$ cat src/rtl/tag_packetizer.sv
// rtl/tag_packetizer.sv - timestamp record FIFO and MSB-first byte serializer for the host output mux
//
// Ports:
//   clk_i        single clock
//   nreset_i     asynchronous active-low reset
//   rec_i        record from the tagger, byte REC_BYTES-1 is sent first
//   rec_valid_i  rec_i valid this cycle
//   rec_ready_o  FIFO not full; push accepted on rec_valid_i && rec_ready_o
//   omux_data_o  byte presented to the mux
//   omux_req_o   request to the mux
//   omux_sel_i   one-cycle grant; presented byte consumed this cycle
//   level_o      records held in the FIFO, excluding the one being serialized
//   drop_cnt_o   saturating count of records rejected while full
//   drop_clr_i   synchronous clear of drop_cnt_o
module tag_packetizer #(
    parameter int REC_BYTES = 6,
    parameter int FIFO_AW   = 4
) (
    input  logic                   clk_i,
    input  logic                   nreset_i,
    input  logic [8*REC_BYTES-1:0] rec_i,
    input  logic                   rec_valid_i,
    output logic                   rec_ready_o,
    output logic [7:0]             omux_data_o,
    output logic                   omux_req_o,
    input  logic                   omux_sel_i,
    output logic [FIFO_AW:0]       level_o,
    output logic [15:0]            drop_cnt_o,
    input  logic                   drop_clr_i
);

    localparam int RW    = 8 * REC_BYTES;
    localparam int DEPTH = 1 << FIFO_AW;
    localparam int BCW   = $clog2(REC_BYTES);
    localparam logic [BCW-1:0]   BC_LAST = BCW'(REC_BYTES - 1);
    localparam logic [FIFO_AW:0] FULL    = (FIFO_AW + 1)'(DEPTH);

    typedef enum logic {
        ST_IDLE,
        ST_SEND
    } state_t;

    state_t               state_q, state_d;
    logic [RW-1:0]        mem [DEPTH];
    logic [FIFO_AW-1:0]   wr_ptr_q, rd_ptr_q;
    logic [FIFO_AW:0]     count_q;
    logic [RW-1:0]        sr_q;
    logic [BCW-1:0]       bc_q;
    logic [15:0]          drop_q;
    logic                 push;
    logic                 pop;
    logic                 last_grant;

    // Ready depends only on the registered count, so a same-cycle pop never reopens a full FIFO.
    assign rec_ready_o = (count_q != FULL);
    assign push        = rec_valid_i && rec_ready_o;
    assign level_o     = count_q;
    assign drop_cnt_o  = drop_q;

    always_ff @(posedge clk_i or negedge nreset_i) begin
        if (!nreset_i) begin
            state_q <= ST_IDLE;
        end else begin
            state_q <= state_d;
        end
    end

    // The request drops combinationally on the last grant so the mux goes idle instead of
    // re-entering its send state; the forced IDLE cycle lets other sources win arbitration.
    always_comb begin
        state_d     = state_q;
        pop         = 1'b0;
        last_grant  = 1'b0;
        omux_req_o  = 1'b0;
        omux_data_o = 8'h00;
        case (state_q)
            ST_IDLE: begin
                if (count_q != '0) begin
                    pop     = 1'b1;
                    state_d = ST_SEND;
                end
            end
            ST_SEND: begin
                omux_data_o = sr_q[RW-1 -: 8];
                last_grant  = omux_sel_i && (bc_q == BC_LAST);
                omux_req_o  = !last_grant;
                if (last_grant) begin
                    state_d = ST_IDLE;
                end
            end
            default: state_d = ST_IDLE;
        endcase
    end

    always_ff @(posedge clk_i or negedge nreset_i) begin
        if (!nreset_i) begin
            sr_q <= '0;
            bc_q <= '0;
        end else if (pop) begin
            sr_q <= mem[rd_ptr_q];
            bc_q <= '0;
        end else if ((state_q == ST_SEND) && omux_sel_i && !last_grant) begin
            sr_q <= sr_q << 8;
            bc_q <= bc_q + 1'b1;
        end
    end

    // Storage array carries no reset; validity is tracked by the pointers and count.
    always_ff @(posedge clk_i) begin
        if (push) begin
            mem[wr_ptr_q] <= rec_i;
        end
    end

    always_ff @(posedge clk_i or negedge nreset_i) begin
        if (!nreset_i) begin
            wr_ptr_q <= '0;
            rd_ptr_q <= '0;
            count_q  <= '0;
        end else begin
            if (push) begin
                wr_ptr_q <= wr_ptr_q + 1'b1;
            end
            if (pop) begin
                rd_ptr_q <= rd_ptr_q + 1'b1;
            end
            case ({push, pop})
                2'b10:   count_q <= count_q + 1'b1;
                2'b01:   count_q <= count_q - 1'b1;
                default: count_q <= count_q;
            endcase
        end
    end

    always_ff @(posedge clk_i or negedge nreset_i) begin
        if (!nreset_i) begin
            drop_q <= '0;
        end else if (drop_clr_i) begin
            drop_q <= '0;
        end else if (rec_valid_i && !rec_ready_o && (drop_q != 16'hFFFF)) begin
            drop_q <= drop_q + 16'd1;
        end
    end

endmodule

$ cat config.mk
export PLATFORM = sky130hd
export DESIGN_NAME = tag_packetizer
export DESIGN_NICKNAME = d
export VERILOG_FILES = /design/src/rtl/tag_packetizer.sv
export SDC_FILE = /design/constraint.sdc
export NUM_CORES = 1
export LEC_CHECK = 0
export CAP_MARGIN = 10
export CORE_UTILIZATION = 35
export CTS_BUF_LIST = sky130_fd_sc_hd__clkbuf_4 sky130_fd_sc_hd__clkbuf_8 sky130_fd_sc_hd__clkbuf_16
export CTS_CLUSTER_SIZE = 40
export DETAILED_ROUTE_END_ITERATION = 12
export RECOVER_POWER = 50
export SYNTH_ARGS = -nofsm -noshare
export SYNTH_HDL_FRONTEND = slang
export SYNTH_SLANG_ARGS = --single-unit
$ cat constraint.sdc
create_clock -name clk_i -period 15.1 [get_ports clk_i]
set_input_delay 1.51 -clock clk_i [delete_from_list [all_inputs] [get_ports clk_i]]
set_output_delay 1.51 -clock clk_i [all_outputs]
set_load 0.03 [all_outputs]
After elaboration in Yosys (flattened, before gate mapping)
Memory sizes are Yosys's and may differ from the RTL's. Cells that the tools add are included.

Bits in read-only memories: 0. Bits of input ports: 53. Output and inout port bits: 31. Register bits after elaboration: 81. Logic and storage cells: 49. Latch bits: 0. Memories: 1. Bits in writable memories: 768.

Memories: mem (depth 16, bits a word 48, read ports 1, clocked after memory_dff 0, write ports 1, RTL line 44) `logic [RW-1:0] mem [DEPTH];`.

Shift operators: 0. Reduce and logical (&&, ||, !) cells: 13. Bitwise gates (word level): 1. $lt $le $gt $ge: 0. $add $sub $neg: 6. Multiply operators: 0. Muxes and demuxes: 16. Div/mod/pow operators: 0. Equal/unequal tests: 5.

Operators with widths (number): 48-bit two-way mux (2); 16-bit two-way mux (2); 16-bit by 1-bit adder with 16-bit output, second input constant (1); 16-bit != test, second input constant (1); 5-bit one-hot mux with 2 select lines (1); 4-bit by 1-bit adder with 4-bit output, second input constant (2); 8-bit two-way mux (1); 1-bit two-way mux (7); 1-bit logical AND (6); 3-bit two-way mux (2); 2-bit nonzero test (3); 5-bit by 1-bit adder with 5-bit output, second input constant (1); 5-bit != test, second input constant (1); 5-bit nonzero test (1); 5-bit by 1-bit subtractor with 5-bit output, second input constant (1); 3-bit by 1-bit adder with 3-bit output, second input constant (1); 3-bit == test, second input constant (1); 1-bit logical NOT (3); 2-bit by 1-bit == test with 1-bit output, second input constant (1); 2-bit == test, second input constant (1); 1-bit one-hot mux with 2 select lines (1); 1-bit NOT (1).

Logic depth before layout (Yosys ltp)
Depth after elaboration: 7. Depth in mapped cells: 14. Depth with buffers taken out: 11.

Worst setup path before layout
Ideal clock, no wire load.

Path kind: input port to flip-flop. Start point: input rec_valid_i. End point: memory mem[3][0] (netlist name), enable pin. Cell stages on the path: 4. Path slack: 9254 ps. Arrival time: 5333 ps. Library setup time: 513 ps. Path through: and2_1 -> clkbuf_1 -> nand2_1 -> nor3_1.

Longest elaborated chain between the ends: 3.

RTL lines: from (decl) (RTL line 22) `input logic rec_valid_i,`; 1-bit logical AND (RTL line 56) `assign push = rec_valid_i && rec_ready_o;`; 1-bit two-way mux (RTL line 110) `if (push) begin`; 1-bit two-way mux (not written as such) (RTL line 111) `mem[wr_ptr_q] <= rec_i;`; to (decl) (RTL line 44).

No other way between the ends.

==> impl_results.md <==
- Most common cell on crit path: clkbuf_1
- Initial antenna violation count: 13
- Setup repair bufs after CTS: 0
- WL final: 75,100 µm
- Number of synthesized register bits: 849
- Status: finished, violations left
- CP required: 14,380 ps
- Worst setup margin: 8730 ps
- Worst-path fanout max: 52
- Comb pwr share: 0.263
- Sum of buffers and inverters on the critical path: 2
- Cell family with most CP delay: buffers and inverters
- Crit-path cells: clkbuf_1 > clkbuf_1
- Initial DRC count: 1,484
- Via count of the routed design: 15,700
- Worst-path clk slew: 60 ps
- Syn Nets: 1,600
- Seq pwr share: 0.425
- Finish-stage setup viols: 0
- Clock Power Share: 0.312
- Period utilization: 0.422
- Clk Latency, worst-skew pair: 640 ps
- Min-Delay Path Class: reg2reg
- Worst VDD drop: 0.118 mV
- DRT antenna net count: 0
- Minimum period implied by the final worst setup slack: 6370 ps
- CTS Buf Count: 88
- Post-synth EDFFs: 768
- Hold slack: 547 ps
- Internal: 5.05 mW
- Worst-margin pin slew: 3910 ps
- Synthesis-to-finish area growth: 16.3%
- Dpl ws: 10,440 ps
- CTS Sinks: 849
- Cell taking the most area after synthesis: edfxtp_1
- Switch share: 0.299
- YS warnings: 0
- Global placement routability congestion: 0.740
- Net Sw Power: 2.15 mW
- Max Fclk: 157 MHz
- MaxCap Viol Count: 3
- CP peak stage delay: 2840 ps
- Avg Cell Area, Syn: 21.4 µm²
- PortBufs: 83
- Fin. Hold Viols: 0
- Type of origin of the critical path: primary input
- Slew Viols, Final: 129
- Met3 wire length: 3940 µm
- Vias in the first global route: 16,700
- DR WL/cell: 25.4 µm
- Setup tns final: 0 ps
- GRT overflow: 0
- Cts repair resizes: 0
- Top post-synthesis cells by area: edfxtp_1 70%, mux4_2 13%, dfrtp_1 6.2%
- Commonest cells post-synth: 768 x edfxtp_1, 192 x mux4_2, 81 x dfrtp_1
- Failing checks: capacitance limit, slew limit
- Mapped Area: 32,800 µm²
- Slew headroom: -1.61
- Leakage: 12.1 nW
- Clk buf depth: 3
- Core Box Area: 92,400 µm²
- Root Driver: clkbuf_16
- GRT Total Usage: 0.161
- First-pass GRT wire length: 112,000 µm
- Post-cts hold buffer count: 0
- Worst setup EP type: async pin
- RSZ-0062 raised after global routing: no
- Most frequent cell after synthesis: edfxtp_1
- Fillers: 7,992
- Initial Util: 0.356
- Die Width: 308 µm
- CTS tree: yes
- Drt via density: 5.30
- Die Area: 95,000 µm²
- Top layer in use: met5
- Reg2Reg Setup Slack: 10,000 ps
- Post-synthesis cell type count: 42
- Post-synth top area share: 0.702
- DRC viols: 0
- Wl on met1: 32,600 µm
- Crit-path slowest cell: clkbuf_1
- Clk_skew: 22.2 ps
- Share of cells above drive strength 1: 0.246
- Sequential share of the synthesized area: 0.764
- PwrDens: 188 nW/µm²
- Met2 wire length: 36,900 µm
- Largest net degree at the start of global routing: 168
- IO Count: 84
- Final nets: 1,707
- Critical path class: in2async
- Synth Flop Type: edfxtp_1
- 1st-pass router iterations: 7
- Rows: 111
- Worst Path Arrival: 5650 ps
- Fraction of registers with async set/reset: 0.0954
- Die Ht: 308 µm
- DP HPWL: 39,200 µm
- # H-tree levels: 3
- Syn Inst Count: 1,536
-- path summary, 6_finish.rpt --
path,start,endpoint,depth (start not counted)
min,rd_ptr_q[2]$_DFFE_PN0N_,rd_ptr_q[2]$_DFFE_PN0N_,1
max,nreset_i,rd_ptr_q[1]$_DFFE_PN0N_,2
max reg2reg,state_q$_DFF_PN0_,sr_q[17]$_DFFE_PN0P_,5
min in group asynchronous,nreset_i,drop_cnt_o[0]$_DFFE_PN0P_,1
min reg2reg,rd_ptr_q[2]$_DFFE_PN0N_,rd_ptr_q[2]$_DFFE_PN0N_,1
max in group clk_i,state_q$_DFF_PN0_,sr_q[17]$_DFFE_PN0P_,5
-- cells by family (layout without fill, tap and decap cells) --
family                   count (synthesis)  count (layout)  synth area share
AND/OR/NAND/NOR                        142             142            0.0238
multiplexers                           245             245             0.148
adder cells (fa/ha/maj)                 11              11           0.00419
XOR/XNOR                                27              27           0.00720
buffers and inverters                  102             283            0.0135
AO/OA/AOI/OAI                          160             160            0.0393
other                                    0               2                 0
flip-flops                             849             849             0.764
-- state kept, by name (all words and copies together) (netlist names) --
register    cells
mem           768
level_o         5
wr_ptr_q        4
rd_ptr_q        4
sr_q           48
bc_q            3
state_q         1
drop_cnt_o     16
-- layout by cell type, fill, tap and decap left out, types with 12 or more instances in the layout --
cell type and count:
o22ai_1 48, clkbuf_16 90, buf_4 26, and2_1 49, clkdlybuf4s50_1 33, nor2_1 24, a211oi_1 41, dlygate4sd3_1 49
a221oi_2 20, dfrtp_1 78, a221oi_1 28, xor2_1 20, nor2_4 12, edfxtp_1 768, mux4_2 192, clkinv_2 12
mux2i_1 51, nand2_1 15, clkbuf_4 18
-- per-layer routing --
metal	track usage	vias to the layer above
met5	0	-
met4	0.0433	4
met3	0.0269	129
met2	0.266	431
met1	0.221	8459
li1	-	6672
-- power by group through the flow --
stage	logic, mW	clock network (mW)	registers, mW
6_report	1.90	2.24	3.06
2_1_floorplan	1.40	0	3.00
3_3_place_gp	1.92	0	3.09
3_5_place_dp	1.93	0	3.11
4_1_cts	1.94	2.29	3.06
5_1_grt	2.04	2.37	3.08
-- metrics by stage --
| stage | utilization | power [mW] | instances | area [µm²] |
|---|---|---|---|---|
| 3_3_place_gp | 0.381 | 5.01 | 2796 | 35200 |
| 4_1_cts | 0.414 | 7.29 | 2960 | 38200 |
| 3_5_place_dp | 0.381 | 5.04 | 2796 | 35200 |
| 2_1_floorplan | - | 4.40 | 1536 | 32800 |
| 5_1_grt | 0.414 | 7.50 | 2960 | 38200 |
| 6_report | 0.414 | 7.20 | 2962 | 38200 |
-- cell type report --
type                    count  area [µm²]  share of cell area
diodes                      2        5.00            0.000131
clock buffers             119        2540              0.0665
clock inverters            45         515              0.0135
inverters                   7        26.3            0.000688
multi-input cells         585        7410               0.194
flip-flops and latches    849       25100               0.657
well taps                1243        1560              0.0407
repair buffers            112        1050              0.0274
No activity file was read; power rests on OpenSTA's default activity.
